===== src/rtl/fetch_pkg.sv =====
// Shared types and constants for the instruction-fetch stage.
package fetch_pkg;

  typedef enum logic [1:0] {
    VEC_HI,
    VEC_LO,
    FETCH,
    FETCH_IMM
  } fetch_state_t;

  localparam logic [2:0] TWO_WORD_PREFIX = 3'b110;

  // Reset vector: high half at RESET_VEC_HI_ADDR, low half at the next word.
  localparam int RESET_VEC_HI_ADDR = 0;
  localparam int RESET_VEC_LO_OFS  = 1;

  function automatic logic is_two_word(input logic [2:0] top_bits);
    return top_bits == TWO_WORD_PREFIX;
  endfunction

endpackage


===== src/rtl/fetch_pc_reg.sv =====
// Program counter register: load has priority over increment, otherwise holds.
// Updates on the rising edge; no backpressure of its own, the caller gates load/inc.
module fetch_pc_reg #(
  parameter int PC_WIDTH = 32
) (
  input  logic                clk,
  input  logic                reset,
  input  logic                load,
  input  logic [PC_WIDTH-1:0] load_val,
  input  logic                inc,
  output logic [PC_WIDTH-1:0] pc
);

  always_ff @(posedge clk) begin
    if (reset) begin
      pc <= '0;
    end else if (load) begin
      pc <= load_val;
    end else if (inc) begin
      pc <= pc + PC_WIDTH'(1);
    end
  end

endmodule


===== src/rtl/fetch_unit.sv =====
// Fetch stage: loads PC from the reset vector, assembles 1/2-word instructions into a registered packet.
// Packet appears one edge after its last word is read; stall holds everything, redirect wins over stall.
module fetch_unit
  import fetch_pkg::*;
#(
  parameter int INSTR_WIDTH     = 16,
  parameter int PC_WIDTH        = 32,
  parameter int IMEM_ADDR_WIDTH = 21,
  parameter int RESET_VEC_ADDR  = RESET_VEC_HI_ADDR
) (
  input  logic                       clk,
  input  logic                       reset,
  output logic [IMEM_ADDR_WIDTH-1:0] imem_addr,
  input  logic [INSTR_WIDTH-1:0]     imem_data,
  input  logic                       stall,
  input  logic                       redirect,
  input  logic [PC_WIDTH-1:0]        redirect_pc,
  output logic [PC_WIDTH-1:0]        pc,
  output logic [INSTR_WIDTH-1:0]     fd_instr,
  output logic [INSTR_WIDTH-1:0]     fd_imm,
  output logic [PC_WIDTH-1:0]        fd_pc,
  output logic                       fd_valid
);

  fetch_state_t state, state_nxt;

  logic [INSTR_WIDTH-1:0] pending, pending_nxt;
  logic [PC_WIDTH-1:0]    pending_pc, pending_pc_nxt;

  logic [INSTR_WIDTH-1:0] fd_instr_nxt, fd_imm_nxt;
  logic [PC_WIDTH-1:0]    fd_pc_nxt;
  logic                   fd_valid_nxt;

  logic                pc_load;
  logic                pc_inc;
  logic [PC_WIDTH-1:0] pc_load_val;

  fetch_pc_reg #(
    .PC_WIDTH(PC_WIDTH)
  ) u_pc_reg (
    .clk      (clk),
    .reset    (reset),
    .load     (pc_load),
    .load_val (pc_load_val),
    .inc      (pc_inc),
    .pc       (pc)
  );

  always_ff @(posedge clk) begin
    if (reset) begin
      state      <= VEC_HI;
      pending    <= '0;
      pending_pc <= '0;
      fd_instr   <= '0;
      fd_imm     <= '0;
      fd_pc      <= '0;
      fd_valid   <= 1'b0;
    end else begin
      state      <= state_nxt;
      pending    <= pending_nxt;
      pending_pc <= pending_pc_nxt;
      fd_instr   <= fd_instr_nxt;
      fd_imm     <= fd_imm_nxt;
      fd_pc      <= fd_pc_nxt;
      fd_valid   <= fd_valid_nxt;
    end
  end

  always_comb begin
    state_nxt      = state;
    pending_nxt    = pending;
    pending_pc_nxt = pending_pc;
    fd_instr_nxt   = fd_instr;
    fd_imm_nxt     = fd_imm;
    fd_pc_nxt      = fd_pc;
    fd_valid_nxt   = fd_valid;
    pc_load        = 1'b0;
    pc_inc         = 1'b0;
    pc_load_val    = redirect_pc;
    imem_addr      = pc[IMEM_ADDR_WIDTH-1:0];

    case (state)
      VEC_HI: begin
        imem_addr   = IMEM_ADDR_WIDTH'(RESET_VEC_ADDR);
        pc_load     = 1'b1;
        pc_load_val = {imem_data, pc[INSTR_WIDTH-1:0]};
        state_nxt   = VEC_LO;
      end
      VEC_LO: begin
        imem_addr   = IMEM_ADDR_WIDTH'(RESET_VEC_ADDR + RESET_VEC_LO_OFS);
        pc_load     = 1'b1;
        pc_load_val = {pc[PC_WIDTH-1:INSTR_WIDTH], imem_data};
        state_nxt   = FETCH;
      end
      FETCH, FETCH_IMM: begin
        if (redirect) begin
          // Any half-assembled two-word instruction is simply abandoned.
          pc_load      = 1'b1;
          fd_valid_nxt = 1'b0;
          state_nxt    = FETCH;
        end else if (!stall) begin
          pc_inc = 1'b1;
          if (state == FETCH_IMM) begin
            fd_instr_nxt = pending;
            fd_imm_nxt   = imem_data;
            fd_pc_nxt    = pending_pc;
            fd_valid_nxt = 1'b1;
            state_nxt    = FETCH;
          end else if (is_two_word(imem_data[INSTR_WIDTH-1 -: 3])) begin
            pending_nxt    = imem_data;
            pending_pc_nxt = pc;
            fd_valid_nxt   = 1'b0;
            state_nxt      = FETCH_IMM;
          end else begin
            fd_instr_nxt = imem_data;
            fd_imm_nxt   = '0;
            fd_pc_nxt    = pc;
            fd_valid_nxt = 1'b1;
          end
        end
      end
      default: state_nxt = VEC_HI;
    endcase
  end

endmodule

===== config.mk =====
export PLATFORM = sky130hd
export DESIGN_NAME = fetch_unit
export DESIGN_NICKNAME = d
export VERILOG_FILES = /design/src/rtl/fetch_pkg.sv /design/src/rtl/fetch_pc_reg.sv /design/src/rtl/fetch_unit.sv
export SDC_FILE = /design/constraint.sdc
export NUM_CORES = 1
export LEC_CHECK = 0
export BUFFER_PORTS_ARGS = -buffer_cell sky130_fd_sc_hd__buf_2
export CORE_UTILIZATION = 25
export CTS_CLUSTER_SIZE = 24
export DETAILED_ROUTE_END_ITERATION = 6
export PLACE_DENSITY = 0.52
export SLEW_MARGIN = 40
export SYNTH_ARGS = -nofsm -noshare
export SYNTH_HDL_FRONTEND = slang
export SYNTH_SLANG_ARGS = --single-unit
export TNS_END_PERCENT = 50

===== constraint.sdc =====
create_clock -name clk -period 2.6 [get_ports clk]
set_clock_uncertainty 0.05 [all_clocks]
set_input_delay 0.13 -clock clk [delete_from_list [all_inputs] [get_ports clk]]
set_output_delay 0.13 -clock clk [all_outputs]
set_load 0.01 [all_outputs]

Word level (Yosys, flattened, before mapping)

Cells that the tools add are included.

Register bits after elaboration: 147
Input bits: 52

Add/subtract/negate cells: 1
Equality and inequality tests: 10
Mux-type cells: 24
Bitwise operators: 3
Reductions and logical operators: 10

Operators with widths:

| operator                | number |
|---|---|
| $mux W32                | 4 |
| $mux W16                | 4 |
| $pmux W32 S2            | 1 |
| $pmux W21 S2            | 1 |
| $add A32 B1 Y32 const B | 1 |
| $mux W1                 | 8 |
| $mux W2                 | 4 |
| $reduce_and A2 Y1       | 4 |
| $ne A2 B2 Y1 const B    | 3 |
| $pmux W2 S3             | 1 |
| $reduce_and A5 Y1       | 1 |
| $eq A2 B2 Y1 const B    | 2 |
| $ne A4 B4 Y1 const B    | 1 |
| $reduce_and A4 Y1       | 1 |
| $reduce_or A2 Y1        | 2 |
| $eq A3 B3 Y1 const B    | 1 |
| $ne A3 B3 Y1 const B    | 1 |
| $not A1 Y1              | 3 |
| $eq A2 B1 Y1 const B    | 1 |
| $logic_not A2 Y1        | 1 |
| $ne A2 B1 Y1 const B    | 1 |
| $pmux W1 S2             | 1 |
| $reduce_bool A2 Y1      | 1 |

Logic depth before layout (Yosys ltp)

Depth in word-level cells: 6
Mapped depth: 8
Depth with buffers taken out: 6

Modules after synthesis

A second synthesis with hierarchy kept.

Cell total of the unflattened synthesis: 953
Area, all modules: 7614.8 µm²

Modules (own cells, without submodules):

| module       | times used | cells each | area an instance (µm²) |
|---|---|---|---|
| fetch_unit   | 1          | 712        | 5690.5 |
| fetch_pc_reg | 1          | 241        | 1924.3 |

Least setup slack after synthesis

Ideal clock, no wire load.

Path kind: flip-flop to flip-flop
Start: register u_pc_reg.pc[1]
End: register u_pc_reg.pc[16]
Setup time: 0.116 ns
Arrival: 2.200 ns
Data required time: 2.434 ns
Path slack: 0.234 ns
Stages on the path, launching flop included: 7
Path buffers: 1
Clock period less this slack: 2.366 ns
Path through: dfxtp_1 > ha_1 > nand4_4 > or4_4 > buf_6 > or4_1 > o211a_1

Word-level cells in the longest chain between the ends: 3

RTL lines:

| item                   | RTL line           | source |
|---|---|---|
| start, declared        | fetch_pc_reg.sv:11 | `output logic [PC_WIDTH-1:0] pc` |
| start signal, assigned | fetch_pc_reg.sv:18 | `pc <= load_val;` |
| start signal, assigned | fetch_pc_reg.sv:20 | `pc <= pc + PC_WIDTH'(1);` |
| $add A32 B1 Y32        | fetch_pc_reg.sv:20 |  |
| $mux W32               | fetch_pc_reg.sv:19 | `end else if (inc) begin` |
| $mux W32               | fetch_pc_reg.sv:17 | `end else if (load) begin` |

No other way between the ends. The select of a mux whose other input is x is not followed.
A chain may end at the register's enable or synchronous reset.

Worst setup path in the final report

Start: register u_pc_reg.pc[0]
End: register u_pc_reg.pc[16]

The elaborated chain is that of the path after synthesis.

==> results.yml <==
yosys:
  synthCells: 943
  synthFlopType: "dfxtp_1"
  yosysUniqueCellTypes: 56
  synthArstFlopShare_pct: 0
  yosysSeqAreaShare_pct: 41.42
  synth-seq-cells: 147
  syn-num-nets: 996
  yosys_warnings: 0
  synth_edf_count: 0
  synth_area_um2: 7106
  avgSynthCellArea_um2: 7.535
worst_setup_path:
  slowest_stage: "or4_4"
  worstSetupPathType: "register to register"
  critPathBufInv: 0
  start_kind: "register"
  max_stage_delay_ns: 0.65
  crit_path_end_kind: "register"
  arrival_ns: 2.52
  reg2reg_from: "u_pc_reg.pc[0]$_SDFFE_PP0P_"
  crit_fanout: 10
  crit_chain: "ha_1, nand4_4, or4_4, or4_1, o211a_1"
  r2r-end: "u_pc_reg.pc[16]$_SDFFE_PP0P_"
  required_ns: 2.87
  worst-r2r-cell-count: 5
  cp_top_family: "simple AND/OR/NAND/NOR gates"
  ff2ff_setup_slack_ns: 0.35
hold_path:
  min_path_cells: 3
  hp-class: "input port to register"
  min_to: "pending[2]$_SDFFE_PP0P_"
  hold_start: "imem_data[2]"
clock_network:
  htree_levels: 4
  cts_setup_buffers: 0
  clk_latency_ns: 0.43
  cts_buffers: 17
  clkTransAtPathRegs_ns: 0.06
  cts_resized: 0
  cts_tree: "built"
  clockRootBuffer: "clkbuf_16"
  clk_path_buf_depth: 2
  cts_sinks: 147
  cts_hold_buf: 9
timing:
  finalSetupViolations: 0
  fin_crit_sh_pct: 86.62
  final_hold_viol_count: 0
  rsz0062_at_grt: "no"
  tightest_slew_ns: 0.6327
  fin_tns_setup_ns: 0
  fmax_mhz: 444.1
  layout_min_cycle_time_ns: 2.252
  final.setup.worst_slack_ns: 0.3480
  max-slew-margin-rel_pct: 57.82
  slew_viol_final: 0
placement:
  dp.cells: 1431
  dpl.hpwl_um: 18310
  gp_congestion: 0.8657
  placement.io_buffers: 169
  dpl_worst_slack_ns: 0.3808
global_routing:
  antenna_found_initial: 4
  grt_pass1_vias: 6692
  grt_usage_pct: 18.24
  grt_pass1_wl_um: 40320
  grt_start_max_net_pins: 71
  overflow: 0
power:
  power_mw: 6.279
  powerDensity_nw_per_um2: 687.8
  p_leak_nw: 3.494
  ir_drop_mv: 0.3250
die:
  die_x_um: 170.6
  core_um2: 27860
  io_pins: 170
  start_util_pct: 25.51
  die-area_um2: 29100
  num_rows: 61
  die_h_um: 170.6
layout:
  nets: 1135
  multi_input_area_um2: 3779
  area_delta_synth_final_pct: 28.47
  fillCellCount: 3042
  register_area_um2: 2948
  final_layout_size_suffix_gt1_share_pct: 23.65
  final_cells: 1475
drt:
  wl_per_cell_um: 17.93
  drc: 0
  dr.pass1.iters: 5
  vias: 7384
  drt_iter0_markers: 593
  drt-total-wl_um: 26450
  vias_per_cell: 5.006
  ant_nets: 0
run_status:
  status: "complete, no violations"
job:
  cap_violations: 0
[per-stage QoR]
| stage | area, um2 | util [%] | hold slack [ns] |
|---|---|---|---|
| CTS | 9114 | 32.71 | 0.001035 |
| floorplan | 7106 | - | 0.2160 |
| global placement | 8363 | 30.02 | 0.3925 |
| detailed placement | 8391 | 30.12 | 0.3971 |
| finish | 9129 | 32.77 | 0.003606 |
| global route | 9124 | 32.75 | 0.002466 |
[placed cells by master (no fill, tap or decap), types with 21 or more instances in the layout]
master / instances
a311oi_1: 51
nor2_1: 118
and2_1: 21
buf_4: 33
a21oi_1: 72
dfxtp_1: 145
buf_2: 168
nand3_1: 61
o21ai_0: 23
nand2_1: 186
[synthesized netlist by cell type, drive strengths merged (12+ instances only)]
cell type | instances | area share (%)
nand2 | 188 | 9.9
a21oi | 72 | 5.1
buf | 21 | 1.6
a22oi | 17 | 1.8
nor3 | 12 | 0.85
a211oi | 17 | 1.8
nand3 | 61 | 4.3
and2 | 22 | 2.0
nor2 | 120 | 6.3
o21ai | 23 | 1.6
nor4 | 16 | 1.6
a311oi | 51 | 6.3
dfxtp | 147 | 41
clkbuf | 74 | 3.9
[worst min-delay path: stages]
cell and delay (ns):
buf_2 0.17, nand2_1 0.08, a21oi_1 0.05
[layout make-up]
class	instances	share of cell area, %
Inverter	4	0.1645
Clock inverter	12	1.933
Antenna cell	2	0.05482
Sequential cell	147	32.29
Timing Repair Buffer	215	13.98
Tap cell	378	5.181
Clock buffer	20	5.003
Multi-Input combinational cell	697	41.39
[worst max path at each step]
stage / startpoint / to / slack (ns) / depth (start not counted)
after floorplan: u_pc_reg.pc[1]$_SDFFE_PP0P_ / u_pc_reg.pc[16]$_SDFFE_PP0P_ / 0.23 / 6
after CTS: u_pc_reg.pc[0]$_SDFFE_PP0P_ / u_pc_reg.pc[16]$_SDFFE_PP0P_ / 0.37 / 5
after global placement: u_pc_reg.pc[0]$_SDFFE_PP0P_ / u_pc_reg.pc[26]$_SDFFE_PP0P_ / 0.40 / 6
after global routing: u_pc_reg.pc[1]$_SDFFE_PP0P_ / u_pc_reg.pc[26]$_SDFFE_PP0P_ / 0.24 / 6
after detailed placement: u_pc_reg.pc[0]$_SDFFE_PP0P_ / u_pc_reg.pc[16]$_SDFFE_PP0P_ / 0.38 / 5
final: u_pc_reg.pc[0]$_SDFFE_PP0P_ / u_pc_reg.pc[16]$_SDFFE_PP0P_ / 0.35 / 5
[metal layers]
metal  track usage (%)  up-vias  routed length [um]
met3             4.187       31                1870
met4             6.267        2                 560
met1             24.34     3481               11930
met2             28.70      244               12070
met5                 0        -                  13
li1                  -     3626                   -
[power by group]
part	leakage [nW]	switching (mW)	internal (mW)	total, mW
registers	1.20	0.169	2.37	2.54
logic	1.99	0.661	0.390	1.05
clock network	0.307	1.03	1.66	2.69
total	3.49	1.86	4.42	6.28
[flip-flops by register name, summed over array words and instances (netlist names)]
| register | count |
|---|---|
| fd_pc | 32 |
| pending_pc | 32 |
| u_pc_reg.pc | 32 |
| fd_imm | 16 |
| fd_instr | 16 |
| pending | 16 |
| state | 2 |
| fd_valid | 1 |
[cell families (layout without fill, tap and decap cells)]
family	count (synthesis)	after routing	share of synthesized area (%)
other cells	0	2	0
flops	147	147	41.42
simple gates	468	468	30.45
buf+inv	99	251	5.688
fa+ha+maj	1	1	0.1761
mux	4	4	0.5987
compound gates	224	224	21.68
(Power assumes the default switching activity.)
